**src/rtl/mem_pkg.sv**
```systemverilog
// Shared types and constants for the mem_* RAM access blocks.
//   state_e    : burst reader FSM states
//   WORD_BYTES : bytes per RAM word; addresses advance by this amount
package mem_pkg;

  localparam int unsigned WORD_BYTES = 4;

  typedef enum logic [1:0] {
    IDLE  = 2'd0,
    RUN   = 2'd1,
    DRAIN = 2'd2
  } state_e;

endpackage

```
**src/rtl/mem_sync_fifo.sv**
```systemverilog
// Single-clock first-word-fall-through FIFO.
// Ports:
//   clk, rst   : clock, synchronous active-high reset (flushes contents)
//   push       : write push_data this cycle (ignored when full unless popping)
//   pop        : drop the head word this cycle (ignored when empty)
//   head       : current head word, valid whenever empty is low
//   full/empty : occupancy flags
//   count      : number of stored words
module mem_sync_fifo #(
  parameter int unsigned DWIDTH = 32,
  parameter int unsigned DEPTH  = 4
) (
  input  logic                   clk,
  input  logic                   rst,
  input  logic                   push,
  input  logic [DWIDTH-1:0]      push_data,
  input  logic                   pop,
  output logic [DWIDTH-1:0]      head,
  output logic                   full,
  output logic                   empty,
  output logic [$clog2(DEPTH):0] count
);

  localparam int unsigned PW = $clog2(DEPTH);
  localparam int unsigned CW = PW + 1;

  logic [DWIDTH-1:0] mem_q [DEPTH];
  logic [PW-1:0]     wr_ptr_q, wr_ptr_d;
  logic [PW-1:0]     rd_ptr_q, rd_ptr_d;
  logic [CW-1:0]     count_q, count_d;
  logic              do_push, do_pop;

  // A pop frees a slot in the same cycle, so push is allowed when full and popping.
  always_comb begin
    do_pop   = pop && (count_q != '0);
    do_push  = push && ((count_q != CW'(DEPTH)) || do_pop);
    wr_ptr_d = wr_ptr_q + PW'(do_push);
    rd_ptr_d = rd_ptr_q + PW'(do_pop);
    count_d  = count_q + CW'(do_push) - CW'(do_pop);
  end

  always_ff @(posedge clk) begin
    if (rst) begin
      wr_ptr_q <= '0;
      rd_ptr_q <= '0;
      count_q  <= '0;
    end else begin
      wr_ptr_q <= wr_ptr_d;
      rd_ptr_q <= rd_ptr_d;
      count_q  <= count_d;
    end
  end

  // Storage needs no reset; occupancy is tracked by count_q.
  always_ff @(posedge clk) begin
    if (do_push) begin
      mem_q[wr_ptr_q] <= push_data;
    end
  end

  assign head  = mem_q[rd_ptr_q];
  assign full  = (count_q == CW'(DEPTH));
  assign empty = (count_q == '0);
  assign count = count_q;

endmodule

```
**src/rtl/mem_ram_rd_burst.sv**
```systemverilog
// Burst read master for the read port of the dual-port word RAM.
// Ports:
//   CLK, RST                    : clock, synchronous active-high reset
//   CMD_VALID/READY/ADDR/LEN    : burst command (byte address, word count)
//   RAD / RDO                   : RAM read address out, read data in (1-cycle latency)
//   O_VALID/READY/DATA/LAST     : in-order output word stream with backpressure
//   BUSY                        : burst in progress
//   DONE                        : one-cycle pulse after the final word (or a zero-length command)
module mem_ram_rd_burst
  import mem_pkg::*;
#(
  parameter int unsigned AWIDTH     = 8,
  parameter int unsigned DWIDTH     = 32,
  parameter int unsigned LWIDTH     = 8,
  parameter int unsigned FIFO_DEPTH = 4
) (
  input  logic              CLK,
  input  logic              RST,
  input  logic              CMD_VALID,
  output logic              CMD_READY,
  input  logic [AWIDTH-1:0] CMD_ADDR,
  input  logic [LWIDTH-1:0] CMD_LEN,
  output logic [AWIDTH-1:0] RAD,
  input  logic [DWIDTH-1:0] RDO,
  output logic              O_VALID,
  input  logic              O_READY,
  output logic [DWIDTH-1:0] O_DATA,
  output logic              O_LAST,
  output logic              BUSY,
  output logic              DONE
);

  localparam int unsigned CW = $clog2(FIFO_DEPTH) + 1;

  state_e            state_q, state_d;
  logic [AWIDTH-1:0] addr_q, addr_d;
  logic [AWIDTH-1:0] rad_q, rad_d;
  logic [LWIDTH-1:0] remaining_q, remaining_d;
  logic [LWIDTH-1:0] outstanding_q, outstanding_d;
  logic              inflight_q, inflight_d;
  logic              done_q, done_d;

  logic              issue_c, pop_c;
  logic [CW-1:0]     fifo_count;
  logic              fifo_full, fifo_empty;
  logic [DWIDTH-1:0] fifo_head;

  // Credit rule: words buffered plus the word in flight never exceed the FIFO depth.
  assign issue_c = (state_q == RUN) && (remaining_q != '0) && !fifo_full &&
                   ((32'(fifo_count) + 32'(inflight_q)) < FIFO_DEPTH);
  assign pop_c   = !fifo_empty && O_READY;

  always_comb begin
    state_d       = state_q;
    addr_d        = addr_q;
    rad_d         = rad_q;
    remaining_d   = remaining_q;
    outstanding_d = outstanding_q;
    inflight_d    = issue_c;
    done_d        = 1'b0;

    if (issue_c) begin
      rad_d = addr_q;
    end

    unique case (state_q)
      IDLE: begin
        if (CMD_VALID) begin
          if (CMD_LEN != '0) begin
            addr_d        = CMD_ADDR & ~AWIDTH'(WORD_BYTES - 1);
            remaining_d   = CMD_LEN;
            outstanding_d = CMD_LEN;
            state_d       = RUN;
          end else begin
            done_d = 1'b1;
          end
        end
      end
      RUN: begin
        if (issue_c) begin
          addr_d      = addr_q + AWIDTH'(WORD_BYTES);
          remaining_d = remaining_q - LWIDTH'(1);
          if (remaining_q == LWIDTH'(1)) begin
            state_d = DRAIN;
          end
        end
      end
      DRAIN: begin
      end
      default: state_d = IDLE;
    endcase

    // The handshake of the final word ends the burst.
    if (pop_c && (outstanding_q != '0)) begin
      outstanding_d = outstanding_q - LWIDTH'(1);
      if (outstanding_q == LWIDTH'(1)) begin
        state_d = IDLE;
        done_d  = 1'b1;
      end
    end
  end

  always_ff @(posedge CLK) begin
    if (RST) begin
      state_q       <= IDLE;
      addr_q        <= '0;
      rad_q         <= '0;
      remaining_q   <= '0;
      outstanding_q <= '0;
      inflight_q    <= 1'b0;
      done_q        <= 1'b0;
    end else begin
      state_q       <= state_d;
      addr_q        <= addr_d;
      rad_q         <= rad_d;
      remaining_q   <= remaining_d;
      outstanding_q <= outstanding_d;
      inflight_q    <= inflight_d;
      done_q        <= done_d;
    end
  end

  // RDO belongs to the address issued last cycle; push only when a read was in flight.
  mem_sync_fifo #(
    .DWIDTH (DWIDTH),
    .DEPTH  (FIFO_DEPTH)
  ) u_fifo (
    .clk       (CLK),
    .rst       (RST),
    .push      (inflight_q),
    .push_data (RDO),
    .pop       (pop_c),
    .head      (fifo_head),
    .full      (fifo_full),
    .empty     (fifo_empty),
    .count     (fifo_count)
  );

  // RAD shows the issuing address, otherwise holds the last one issued.
  assign RAD       = issue_c ? addr_q : rad_q;
  assign CMD_READY = (state_q == IDLE);
  assign BUSY      = (state_q != IDLE);
  assign DONE      = done_q;
  assign O_VALID   = !fifo_empty;
  assign O_DATA    = fifo_empty ? '0 : fifo_head;
  assign O_LAST    = !fifo_empty && (outstanding_q == LWIDTH'(1));

endmodule

```
**config.mk**
```make
export PLATFORM = sky130hd
export DESIGN_NAME = mem_ram_rd_burst
export DESIGN_NICKNAME = d
export VERILOG_FILES = /design/src/rtl/mem_pkg.sv /design/src/rtl/mem_sync_fifo.sv /design/src/rtl/mem_ram_rd_burst.sv
export SDC_FILE = /design/constraint.sdc
export NUM_CORES = 1
export LEC_CHECK = 0
export ABC_AREA = 1
export BUFFER_PORTS_ARGS = -buffer_cell sky130_fd_sc_hd__buf_2
export CAP_MARGIN = 25
export CORE_MARGIN = 2
export CORE_UTILIZATION = 40
export DETAILED_ROUTE_END_ITERATION = 10
export GPL_TIMING_DRIVEN = 0
export SLEW_MARGIN = 10
export SYNTH_ARGS = -nofsm -noshare
export SYNTH_HDL_FRONTEND = slang
export SYNTH_SLANG_ARGS = --single-unit
```
**constraint.sdc**
```tcl
create_clock -name CLK -period 3.2 [get_ports CLK]
set_input_delay 0 -clock CLK [delete_from_list [all_inputs] [get_ports CLK]]
set_output_delay 0 -clock CLK [all_outputs]
set_load 0.01 [all_outputs]
```
==> impl_metrics.yaml <==
drt:
  vias: 5897
  wl_um: 18170
  drtIter0Drc: 307
  route.detailed.drc: 0
  post_drt_wl_per_cell_um: 15.07
  dr.pass1.iters: 7
  viasPerCell: 4.890
  ant_nets: 0
sta:
  finClkSkew_ps: 16.89
  rsz0062_at_grt: "false"
  finalCritPeriodShare: 0.7475
  drv_slew: 0
  worst_hold_slack_ps: 24.06
  worst_slack_ps: 807.9
  max_freq_mhz: 418.0
  setup_viol: 0
  hold_viol: 0
  timing.final.crit_period_ps: 2392
  maxSlewHeadroom: 0.4235
  tightest_slew_ps: 860.0
placed_design:
  dp_hpwl_um: 12250
  placed_area_mm2: 0.008372
  place_ws_ps: 798.1
  globalplace.congestion: 0.8524
  io_buffers: 94
  dp.cells: 1126
logic_synthesis:
  syn_area_per_cell_um2: 9.464
  ys_seq_elements: 169
  yosysTopAreaCell: "edfxtp_1"
  ys_top_cells_by_area: "edfxtp_1, dfxtp_1, nor2_1"
  ys.flop_type: "edfxtp_1"
  ys_top_cells_by_count: "nor2_1, edfxtp_1, nand2_1"
  synth_most_common_cell: "nor2_1"
  synth_cells: 789
  synth_nets: 853
  yosysUniqueCellTypes: 30
  ys_seq_area_frac: 0.6247
  syn-cell-area_mm2: 0.007467
  yosysWarnings: 0
  synth_edf_count: 128
  yosys.area.top_type_share: 0.5147
  async_flop_share: 0
cells_and_area:
  fin_area_mm2: 0.009429
  synthToLayoutAreaGrowth_pct: 26.27
  layout-drive-gt1-share: 0.1709
  final_cells: 1206
  fin_nets: 1029
  antenna_cells: 0
clock_network:
  insertion_delay_ps: 430
  tritoncts: "yes"
  clkSlewWorstSetupHoldPaths_ps: 70
  cts-root-buf: "clkbuf_16"
  cts_setup_buffers: 0
  htree_levels: 4
  numCtsBuffers: 17
  ctsResizeCount: 0
  clock_sink_count: 169
  cts_max_path_buffers: 2
  ctsHoldBuffers: 49
grt:
  grt_usage: 0.1878
  busiest_layer: "met2"
  grt_pass1_vias: 5664
  grt_max_degree: 17
  use_met2: 0.3232
  grt_pass1_wl_um: 28810
  overflow: 0
  grt_util_met3: 0.03465
  grt_util_met1: 0.2428
  antenna_found_initial: 0
flow_run:
  maxCapViolCount: 0
floorplan:
  die_h_um: 140.6
  core_mm2: 0.01815
  dieArea_mm2: 0.01978
  rows: 49
  die_w_um: 140.6
  num_io_pins: 97
  start_util: 0.4115
status:
  status: "finished, final reports clean"
worst_setup_path:
  endpoint_kind: "flip-flop"
  rr_startpoint: "u_fifo.count[0]"
  crit_required_ps: 3560
  crit_arrival_ps: 2750
  worstSetupPathType: "input pin to flip-flop"
  crit_fanout: 10
  setup.worst_path.start: "CMD_LEN[5]"
  worstSetupStartpointType: "input pin"
worst_hold_path:
  hp-start: "CMD_LEN[6]"
  timing.hold.worst.class: "input pin to flip-flop"
power_and_ir_drop:
  power_uw: 7076
  power_density_mw_per_mm2: 750.4
  ir_drop_v: 0.0004628
  p_leak_uw: 0.003919
==> worst max-delay path: stages <==
cell and delay, ps:
dlygate4sd3_1 530, buf_2 130, nor2_1 80, dlygate4sd3_1 550, nand2_1 60, dlygate4sd3_1 550
nor2_1 130, nor2_1 110, a21oi_2 180, buf_2 280, nor2_1 70, nor2_1 90
==> where the power goes <==
part           switching, µW  leakage [µW]  internal, µW
sequential               101       0.00149          2520
clock                    873      0.000271          1090
combinational           1640       0.00216           847
==> stage by stage <==
step / utilization / TNS, ps
detailed placement: 0.4613 / 0
finish: 0.5196 / 0
global placement: 0.4532 / -257580
floorplan: - / -20000
CTS: 0.5196 / 0
global route: 0.5196 / 0
==> registers in the layout, indices dropped and copies added, names as in the netlist <==
register and flops:
remaining_q 8, u_fifo.count 3, u_fifo.mem_q 128, outstanding_q 8
u_fifo.wr_ptr_q 2, rad_q 8, inflight_q 1, u_fifo.rd_ptr_q 2
addr_q 6, state_q 2, DONE 1
==> cell families after synthesis <==
logic type | after synthesis | share of synthesized area
simple gates | 377 | 0.2088
flops | 169 | 0.6247
compound gates | 126 | 0.08579
buf+inv | 100 | 0.05379
fa+ha+maj | 12 | 0.02111
xor+xnor | 5 | 0.005866
==> metal layers <==
metal	share of wire	vias to the layer above
met5	0	-
met4	0.012	0
met3	0.045	16
met2	0.48	153
met1	0.46	2744
li1	-	2984
==> layout by cell type (no fill, tap or decap), types with 2 or more instances in the layout <==
cell,n
a21oi_1,42
buf_1,9
buf_2,100
buf_4,9
buf_6,8
clkbuf_1,17
clkbuf_16,17
clkinv_1,3
clkinv_4,3
clkinvlp_4,3
dfxtp_1,41
dlygate4sd3_1,49
edfxtp_1,128
ha_1,11
inv_1,61
inv_6,4
inv_8,2
nand2_1,107
nand3_1,38
nand3_2,5
nand3b_1,5
nand4_1,5
nor2_1,204
nor2_2,3
nor3_1,2
nor3_2,5
o21ai_0,82
xnor2_1,2
xor2_1,3
==> layout make-up <==
class / count / area [µm²]
buffer: 35 / 157.7
clock buffer: 17 / 425.4
clock inverter: 14 / 141.4
fill: 1704 / 8718
inverter: 65 / 244.0
multi-input combinational: 520 / 2421
sequential: 169 / 4664
tap: 229 / 286.5
timing repair buffer: 157 / 1089
==> worst paths after layout <==
path	slack (ps)	cells after the start	end
max reg2reg	810	8	u_fifo.count[2]
min reg2reg	450	2	rad_q[0]
min	20	7	remaining_q[6]
max	810	12	remaining_q[7]
Power figures use the tool's default switching activity.
